`src/rtl/ps2_kbd_responder.sv`:
```
// rtl/ps2_kbd_responder.sv - PS/2 keyboard receiver with scan-code FIFO and xkey status word
// Optional PS2_BREAK_MERGE_EN folds 0xF0 prefixes into the brk flag of the next entry.
module ps2_kbd_responder #(
    parameter int DEPTH      = 8,
    parameter int FILTER_LEN = 8,
    parameter int TIMEOUT    = 50000
) (
    input  logic        clk,
    input  logic        rst,
    input  logic        ps2_clk,
    input  logic        ps2_data,
    input  logic        kbd_rd,
    output logic [15:0] xkey,
    output logic        rx_busy
);
    localparam int AW = $clog2(DEPTH);
    localparam int FW = $clog2(FILTER_LEN + 1);
    localparam int TW = $clog2(TIMEOUT + 1);

    localparam logic [1:0] ST_IDLE   = 2'd0;
    localparam logic [1:0] ST_DATA   = 2'd1;
    localparam logic [1:0] ST_PARITY = 2'd2;
    localparam logic [1:0] ST_STOP   = 2'd3;

    logic          clk_s1_q, clk_s2_q, dat_s1_q, dat_s2_q;
    logic          filt_q, filt_d;
    logic [FW-1:0] fcnt_q, fcnt_d;
    logic          fall;

    logic [1:0]    state_q, state_d;
    logic [2:0]    bit_q, bit_d;
    logic [7:0]    shift_q, shift_d;
    logic          par_q, par_d;
    logic [TW-1:0] to_q, to_d;
    logic          push_q, push_d;
    logic [7:0]    push_code_q, push_code_d;
    logic          push_brk_q, push_brk_d;
    logic          err_set;
`ifdef PS2_BREAK_MERGE_EN
    logic          pend_q, pend_d;
`endif

    logic [8:0]    mem_q [DEPTH];
    logic [8:0]    mem_d [DEPTH];
    logic [AW-1:0] wr_ptr_q, wr_ptr_d, rd_ptr_q, rd_ptr_d;
    logic [4:0]    cnt_q, cnt_d;
    logic          ovf_q, ovf_d, err_q, err_d;
    logic          ready, full, pop, do_push, ovf_set;
    logic [8:0]    head;
    logic [3:0]    cnt_sat;

    // Glitch filter: follow the synchronised clock only after it has held a new level long enough.
    always_comb begin
        filt_d = filt_q;
        fcnt_d = '0;
        if (clk_s2_q != filt_q) begin
            if (fcnt_q == FW'(FILTER_LEN - 1)) filt_d = clk_s2_q;
            else                               fcnt_d = fcnt_q + FW'(1);
        end
    end

    assign fall = filt_q & ~filt_d;

    always_comb begin
        state_d     = state_q;
        bit_d       = bit_q;
        shift_d     = shift_q;
        par_d       = par_q;
        to_d        = to_q;
        push_d      = 1'b0;
        push_code_d = push_code_q;
        push_brk_d  = push_brk_q;
        err_set     = 1'b0;
`ifdef PS2_BREAK_MERGE_EN
        pend_d      = pend_q;
`endif
        case (state_q)
            ST_IDLE: begin
                if (fall && !dat_s2_q) begin
                    state_d = ST_DATA;
                    bit_d   = 3'd0;
                end
            end
            ST_DATA: begin
                if (fall) begin
                    shift_d = {dat_s2_q, shift_q[7:1]};
                    bit_d   = bit_q + 3'd1;
                    if (bit_q == 3'd7) state_d = ST_PARITY;
                end
            end
            ST_PARITY: begin
                if (fall) begin
                    par_d   = dat_s2_q;
                    state_d = ST_STOP;
                end
            end
            default: begin
                if (fall) begin
                    state_d = ST_IDLE;
                    if (((^shift_q) ^ par_q) && dat_s2_q) begin
                        push_code_d = shift_q;
`ifdef PS2_BREAK_MERGE_EN
                        if (shift_q == 8'hF0) begin
                            pend_d = 1'b1;
                        end else begin
                            push_d     = 1'b1;
                            push_brk_d = pend_q;
                            pend_d     = 1'b0;
                        end
`else
                        push_d     = 1'b1;
                        push_brk_d = 1'b0;
`endif
                    end else begin
                        err_set = 1'b1;
                    end
                end
            end
        endcase
        // Stalled partial frames are abandoned silently.
        if (state_q == ST_IDLE || fall) begin
            to_d = '0;
        end else if (to_q == TW'(TIMEOUT - 1)) begin
            to_d    = '0;
            state_d = ST_IDLE;
`ifdef PS2_BREAK_MERGE_EN
            pend_d  = 1'b0;
`endif
        end else begin
            to_d = to_q + TW'(1);
        end
    end

    always_comb begin
        ready   = (cnt_q != 5'd0);
        full    = (cnt_q == 5'(DEPTH));
        pop     = kbd_rd & ready;
        do_push = push_q & (~full | pop);
        ovf_set = push_q & full & ~pop;
        mem_d   = mem_q;
        if (do_push) mem_d[wr_ptr_q] = {push_brk_q, push_code_q};
        wr_ptr_d = do_push ? wr_ptr_q + AW'(1) : wr_ptr_q;
        rd_ptr_d = pop ? rd_ptr_q + AW'(1) : rd_ptr_q;
        cnt_d    = cnt_q;
        if (do_push && !pop)      cnt_d = cnt_q + 5'd1;
        else if (!do_push && pop) cnt_d = cnt_q - 5'd1;
        // A set event in the read cycle beats the read-clear.
        ovf_d = ovf_set | (ovf_q & ~kbd_rd);
        err_d = err_set | (err_q & ~kbd_rd);
    end

    always_ff @(posedge clk) begin
        if (!rst) begin
            clk_s1_q    <= 1'b1;
            clk_s2_q    <= 1'b1;
            dat_s1_q    <= 1'b1;
            dat_s2_q    <= 1'b1;
            filt_q      <= 1'b1;
            fcnt_q      <= '0;
            state_q     <= ST_IDLE;
            bit_q       <= 3'd0;
            shift_q     <= 8'h00;
            par_q       <= 1'b0;
            to_q        <= '0;
            push_q      <= 1'b0;
            push_code_q <= 8'h00;
            push_brk_q  <= 1'b0;
            wr_ptr_q    <= '0;
            rd_ptr_q    <= '0;
            cnt_q       <= 5'd0;
            ovf_q       <= 1'b0;
            err_q       <= 1'b0;
`ifdef PS2_BREAK_MERGE_EN
            pend_q      <= 1'b0;
`endif
        end else begin
            clk_s1_q    <= ps2_clk;
            clk_s2_q    <= clk_s1_q;
            dat_s1_q    <= ps2_data;
            dat_s2_q    <= dat_s1_q;
            filt_q      <= filt_d;
            fcnt_q      <= fcnt_d;
            state_q     <= state_d;
            bit_q       <= bit_d;
            shift_q     <= shift_d;
            par_q       <= par_d;
            to_q        <= to_d;
            push_q      <= push_d;
            push_code_q <= push_code_d;
            push_brk_q  <= push_brk_d;
            wr_ptr_q    <= wr_ptr_d;
            rd_ptr_q    <= rd_ptr_d;
            cnt_q       <= cnt_d;
            ovf_q       <= ovf_d;
            err_q       <= err_d;
`ifdef PS2_BREAK_MERGE_EN
            pend_q      <= pend_d;
`endif
        end
    end

    always_ff @(posedge clk) begin
        mem_q <= mem_d;
    end

    assign head    = ready ? mem_q[rd_ptr_q] : 9'h000;
    assign cnt_sat = (cnt_q > 5'd15) ? 4'hF : cnt_q[3:0];
    assign xkey    = {ready, ovf_q, err_q, head[8], cnt_sat, head[7:0]};
    assign rx_busy = (state_q != ST_IDLE);
endmodule

```
`config.mk`:
```
export PLATFORM = sky130hd
export DESIGN_NAME = ps2_kbd_responder
export DESIGN_NICKNAME = d
export VERILOG_FILES = /design/src/rtl/ps2_kbd_responder.sv
export SDC_FILE = /design/constraint.sdc
export NUM_CORES = 1
export LEC_CHECK = 0
export CAP_MARGIN = 20
export CELL_PAD_IN_SITES_DETAIL_PLACEMENT = 1
export CELL_PAD_IN_SITES_GLOBAL_PLACEMENT = 2
export CORE_ASPECT_RATIO = 1.4
export CORE_MARGIN = 1.5
export CORE_UTILIZATION = 42
export CTS_CLUSTER_SIZE = 10
export DETAILED_ROUTE_END_ITERATION = 7
export HOLD_SLACK_MARGIN = 0.03
export MAX_ROUTING_LAYER = met4
export PLACE_DENSITY_LB_ADDON = 0.05
export SETUP_SLACK_MARGIN = 0.02
export SKIP_LAST_GASP = 1
export SLEW_MARGIN = 30
export SYNTH_ARGS = -nofsm -noshare
export SYNTH_HDL_FRONTEND = slang
export SYNTH_SLANG_ARGS = --single-unit
```
`constraint.sdc`:
```
create_clock -name clk -period 3.8 [get_ports clk]
set_clock_uncertainty 0.15 [all_clocks]
set_input_delay 0.38 -clock clk [delete_from_list [all_inputs] [get_ports clk]]
set_output_delay 0.38 -clock clk [all_outputs]
set_load 0.03 [all_outputs]
```
==> results.sh, run 1 <==
export IMPL_status="finished, final reports clean"
export IMPL_dieHeight_um=136
export IMPL_min_path_type="flip-flop to flip-flop"
export IMPL_synth_seq_area_share=0.590
export IMPL_critPathLaunchType="flip-flop"
export IMPL_ant_nets=0
export IMPL_cts_path_max_buffers=2
export IMPL_synth_fa_ha_area_frac=0.0390
export IMPL_synth_xor_area_frac=0.0566
export IMPL_grt_max_degree=50
export IMPL_layout_common_cells="edfxtp_1 (64), dfxtp_1 (61), nand2_1 (42)"
export IMPL_tightest_slew_ns=0.884
export IMPL_synth_ff_latch_count=125
export IMPL_max_slew_margin=0.409
export IMPL_leakage_nw=2.27
export IMPL_critPathSlowestCell="nor4_1"
export IMPL_clock_latency_ns=0.41
export IMPL_yosys_warnings=0
export IMPL_dp_cells=591
export IMPL_h_tree_depth=4
export IMPL_cts_buffers=17
export IMPL_p_total_mw=2.98
export IMPL_clkPwrFrac=0.521
export IMPL_path_buf_inv=2
export IMPL_drtIter0Drc=90
export IMPL_grt_overflow=0
export IMPL_grt_pass1_vias=3443
export IMPL_final_nets=481
export IMPL_netlist_instances=433
export IMPL_portBuffers=20
export IMPL_timing_critical_path_cells="nor4_1 -> nand2_1 -> o21ai_2 -> inv_2 -> ha_1 -> inv_1 -> ha_1 -> nor2b_1 -> o21a_1 -> or3_1 -> a21oi_1 -> xor2_1 -> and2_1"
export IMPL_worstSetupPathType="flip-flop to flip-flop"
export IMPL_synth_simple_area_share=0.149
export IMPL_synth_top_area_share=0.361
export IMPL_slowest_delay_ns=0.55
export IMPL_worstPathRequired_ns=3.95
export IMPL_maxCapViolations=0
export IMPL_rsz0062_at_grt="false"
export IMPL_fmaxAchievable_mhz=296
export IMPL_muxShareOfSynthArea=0.0883
export IMPL_clockRootBuffer="clkbuf_16"
export IMPL_fin_util=0.505
export IMPL_syn_cell_area_mm2=0.00533
export IMPL_wirelength_um=10500
export IMPL_end_kind="flip-flop"
export IMPL_gp_routability_congestion=0.733
export IMPL_layout_drive_gt1_share=0.148
export IMPL_cts_sinks=125
export IMPL_rows=48
export IMPL_final_cells=623
export IMPL_clk_pin_slew_worst_paths_ns=0.06
export IMPL_crit_fanout=7
export IMPL_slew_violations=0
export IMPL_switchingPower_mw=0.603
export IMPL_fin_tns_setup_ns=0
export IMPL_synth_area_top_cells="edfxtp_1 (36%), dfxtp_1 (23%), mux4_2 (6.8%)"
export IMPL_hold_viol=0
export IMPL_synth_compound_area_frac=0.0463
export IMPL_synthArstFlopShare=0
export IMPL_synth_edf_count=64
export IMPL_hpwl_um=7370
export IMPL_path_delay_family="simple AND/OR/NAND/NOR gates"
export IMPL_cts_hold_buf=0
export IMPL_worst_slack_ns=0.422
export IMPL_antenna_found_initial=0
export IMPL_area_growth_pct=17.3
export IMPL_vias_per_cell=5.20
export IMPL_dr_pass1_iters=4
export IMPL_synth_ff_type="edfxtp_1"
export IMPL_internal_power_mw=2.38
export IMPL_cts_resized=0
export IMPL_pin_count=22
export IMPL_p_per_area_mw_per_mm2=478
export IMPL_start_util=0.431
export IMPL_max_vdd_ir_drop_mv=0.300
export IMPL_track_usage=0.179
export IMPL_finalCritPeriodShare=0.889
export IMPL_syn_num_nets=454
export IMPL_cts_setup_buffers=0
export IMPL_pre_cts_ws_ns=0.428
export IMPL_synth_area_per_cell_um2=12.3
export IMPL_share_comb_of_total_power=0.007
export IMPL_arrival_ns=3.53
export IMPL_core_mm2=0.0124
export IMPL_place_area_mm2=0.00567
export IMPL_seqPwrFrac=0.472
export IMPL_crit_path_frequent_cell="ha_1"
export IMPL_num_vias=3239
export IMPL_drcViolationCount=0
export IMPL_final_common_cell="edfxtp_1"
export IMPL_n_antenna_cell=0
export IMPL_design_area_mm2=0.00625
export IMPL_synth_top_family_by_area="simple AND/OR/NAND/NOR gates"
export IMPL_synth_cell_type_count=49
export IMPL_die_area_mm2=0.0134
export IMPL_setup_viol=0
export IMPL_fillers=1289
export IMPL_grt_pass1_wl_um=17700
export IMPL_min_period_ns=3.38
export IMPL_sw_frac_of_total=0.202
export IMPL_yosysTopAreaCell="edfxtp_1"
export IMPL_die_w_um=98.2
export IMPL_cts_tree="yes"
export IMPL_r2r_slack_ns=0.42
export IMPL_holdWs_ns=0.250
export IMPL_wl_per_cell_um=16.8
==> synth_stat cells, types with 10 or more instances <==
library cell,number
mux4_2,16
xor2_1,14
a21boi_1,10
ha_1,15
and2_1,11
mux2i_1,11
xnor2_1,16
edfxtp_1,64
nor2_1,41
dfxtp_1,61
nand3_1,23
nand2_1,42
==> flip-flops by register name, indices dropped and copies added (netlist names), 2 cells and up <==
signal / flops
shift_q: 8
fcnt_q: 4
mem_q: 64
cnt_q: 5
push_code_q: 8
wr_ptr_q: 3
rd_ptr_q: 3
bit_q: 3
to_q: 16
state_q: 2
==> layer usage <==
metal | vias to the layer above | GRT usage | share of wire
met5 | - | - | 0
met4 | 0 | 0.0806 | 0.020
li1 | 1584 | - | -
met3 | 12 | 0.0370 | 0.019
met2 | 38 | 0.315 | 0.55
met1 | 1605 | 0.195 | 0.42
==> layout make-up <==
type	count	area, µm²	share of cell area
inverter	11	41.3	0.00661
sequential	125	3140	0.503
clock inverter	14	146	0.0234
clock buffer	18	429	0.0687
multi-input combinational	275	2020	0.324
tap	150	188	0.0300
timing repair buffer	30	275	0.0441
==> cell families (layout without fill, tap and decap cells) <==
group,after synthesis,after routing
AOI/OAI and AO/OA,37,37
xor gates and xnor gates,32,32
adders and majority gates,16,16
buffers and inverters,33,73
DFF,125,125
muxes,27,27
other,1,1
and+or+nand+nor,162,162
==> power by group through the flow <==
stage          Sequential, mW  Clock, mW  Combinational, mW
2_1_floorplan            1.44          0             0.0139
3_3_place_gp             1.44          0             0.0202
3_5_place_dp             1.44          0             0.0204
4_1_cts                  1.41       1.60             0.0204
5_1_grt                  1.41       1.65             0.0223
6_report                 1.41       1.55             0.0199
==> path summary, 6_finish.rpt <==
path | endpoint | cells after the start | start
setup / recovery | cnt_q[4] | 13 | cnt_q[4]
hold / removal | dat_s2_q | 1 | dat_s1_q
setup reg to reg | cnt_q[4] | 13 | cnt_q[4]
hold reg to reg | dat_s2_q | 1 | dat_s1_q
No activity file was read; power rests on OpenSTA's default activity.
==> run 2, diff against run 1 <==
--- a/config.mk
+++ b/config.mk
@@ -10,9 +10,10 @@
 export CELL_PAD_IN_SITES_GLOBAL_PLACEMENT = 2
 export CORE_ASPECT_RATIO = 1.4
 export CORE_MARGIN = 1.5
-export CORE_UTILIZATION = 42
-export CTS_CLUSTER_SIZE = 10
+export CORE_UTILIZATION = 44
+export CTS_CLUSTER_SIZE = 24
 export DETAILED_ROUTE_END_ITERATION = 7
+export DONT_BUFFER_PORTS = 1
 export HOLD_SLACK_MARGIN = 0.03
 export MAX_ROUTING_LAYER = met4
 export PLACE_DENSITY_LB_ADDON = 0.05
==> results.sh, run 2 (synthesis gave the netlist of run 1 again) <==
export IMPL_cts_path_max_buffers=2
export IMPL_max_slew_margin=0.398
export IMPL_worstPathRequired_ns=4.00
export IMPL_max_vdd_ir_drop_mv=0.277
export IMPL_setup_viol=0
export IMPL_top_register="mem_q"
export IMPL_wirelength_um=10300
export IMPL_grt_pass1_vias=3371
export IMPL_top_regs="mem_q x64, to_q x16"
export IMPL_h_tree_depth=4
export IMPL_n_antenna_cell=0
export IMPL_drtIter0Drc=98
export IMPL_cts_setup_buffers=0
export IMPL_fin_tns_setup_ns=0
export IMPL_clk_pin_slew_worst_paths_ns=0.05
export IMPL_vias_per_cell=5.26
export IMPL_grt_max_degree=49
export IMPL_min_path_type="primary input to flip-flop"
export IMPL_wl_per_cell_um=17.1
export IMPL_fmaxAchievable_mhz=297
export IMPL_pin_count=22
export IMPL_rsz0062_at_grt="false"
export IMPL_seqPwrFrac=0.467
export IMPL_cts_tree="yes"
export IMPL_dp_cells=566
export IMPL_maxCapViolations=0
export IMPL_final_nets=464
export IMPL_hold_depth=2
export IMPL_hpwl_um=6950
export IMPL_worstSetupPathType="flip-flop to flip-flop"
export IMPL_track_usage=0.185
export IMPL_internal_power_mw=2.44
export IMPL_crit_fanout=6
export IMPL_share_comb_of_total_power=0.006
export IMPL_end_kind="flip-flop"
export IMPL_gp_routability_congestion=0.721
export IMPL_dieHeight_um=133
export IMPL_clkPwrFrac=0.527
export IMPL_clockRootBuffer="clkbuf_16"
export IMPL_die_area_mm2=0.0128
export IMPL_hold_viol=0
export IMPL_portBuffers=0
export IMPL_sw_frac_of_total=0.190
export IMPL_leakage_nw=2.23
export IMPL_layout_drive_gt1_share=0.140
export IMPL_drcViolationCount=0
export IMPL_reg2regPathDepth=13
export IMPL_critPathLaunchType="flip-flop"
export IMPL_cts_buffers=17
export IMPL_holdWs_ns=0.0907
export IMPL_rows=47
export IMPL_status="finished, final reports clean"
export IMPL_cts_resized=0
export IMPL_area_growth_pct=14.4
export IMPL_slew_violations=0
export IMPL_tightest_slew_ns=0.900
export IMPL_die_w_um=96
export IMPL_final_common_cell="edfxtp_1"
export IMPL_antenna_found_initial=0
export IMPL_min_period_ns=3.37
export IMPL_p_per_area_mw_per_mm2=495
export IMPL_finalCritPeriodShare=0.886
export IMPL_num_vias=3174
export IMPL_core_mm2=0.0118
export IMPL_largest_reg_flops=64
export IMPL_grt_pass1_wl_um=17200
export IMPL_final_cells=603
export IMPL_switchingPower_mw=0.574
export IMPL_arrival_ns=3.57
export IMPL_layout_common_cells="edfxtp_1 (64), dfxtp_1 (61), nand2_1 (42)"
export IMPL_dr_pass1_iters=4
export IMPL_start_util=0.451
export IMPL_clock_latency_ns=0.40
export IMPL_cts_sinks=125
export IMPL_p_total_mw=3.02
export IMPL_grt_overflow=0
export IMPL_fillers=1221
export IMPL_ant_nets=0
==> run 2: changes by cell type in the layout (fill, tap and decap cells not counted) <==
cell / previous run / this run
inv_6: 2 / 1
buf_12: 0 / 1
clkbuf_1: 1 / 4
clkdlybuf4s50_1: 20 / 0
clkinv_2: 2 / 0
clkinv_1: 1 / 3
bufinv_16: 2 / 3
clkinvlp_4: 5 / 2
dlygate4sd3_1: 0 / 4
buf_4: 10 / 8
==> run 2: per-stage QoR <==
stage	setup WS (ns)	util	area, µm²
6_report	0.431	0.516	6100
5_1_grt	0.168	0.516	6100
4_1_cts	0.425	0.516	6100
3_5_place_dp	0.457	0.461	5450
3_3_place_gp	0.510	0.461	5450
2_1_floorplan	0.790	-	5330
==> run 2: critical path: stages (launching register included) <==
cell     delay [ns]
dfxtp_1        0.35
nor4_1         0.45
nor2b_1        0.26
inv_2          0.13
nand2_1        0.18
ha_1           0.26
inv_1          0.13
ha_1           0.32
nor2b_1        0.14
o21a_1         0.17
or3_1          0.30
a21oi_1        0.18
xor2_1         0.16
and2_1         0.13
==> run 2: final cells by class <==
| class | instances | area (µm²) | area share |
|---|---|---|---|
| clock buffer | 21 | 440 | 0.0722 |
| clock inverter | 11 | 143 | 0.0234 |
| inverter | 11 | 41.3 | 0.00677 |
| multi-input combinational | 275 | 2020 | 0.332 |
| sequential | 125 | 3140 | 0.516 |
| tap | 147 | 184 | 0.0302 |
| timing repair buffer | 13 | 120 | 0.0197 |
==> run 2: layer usage <==
metal | wire length, µm | track usage
met4 | 143 | 0.0613
met5 | 0 | -
met2 | 5580 | 0.316
met1 | 4350 | 0.205
met3 | 217 | 0.0519
==> run 2: power by group through the flow <==
stage | sequential (mW) | clock (mW) | combinational, mW
floorplan | 1.44 | 0 | 0.0139
global placement | 1.44 | 0 | 0.00720
detailed placement | 1.44 | 0 | 0.00727
CTS | 1.41 | 1.64 | 0.0194
global route | 1.41 | 1.70 | 0.0212
finish | 1.41 | 1.59 | 0.0189
==> run 2: repair_timing <==
action                                  4_1_cts  5_1_grt
endpoints found under the setup margin        0        0
endpoints found under the hold margin        42        0
hold buffers                                  5        0
==> run 2: final timing paths <==
path / from / to / slack, ns
max: cnt_q[4] / cnt_q[4] / 0.43
max reg2reg: cnt_q[4] / cnt_q[4] / 0.43
min reg2reg: dat_s1_q / dat_s2_q / 0.26
min: rst / filt_q / 0.09
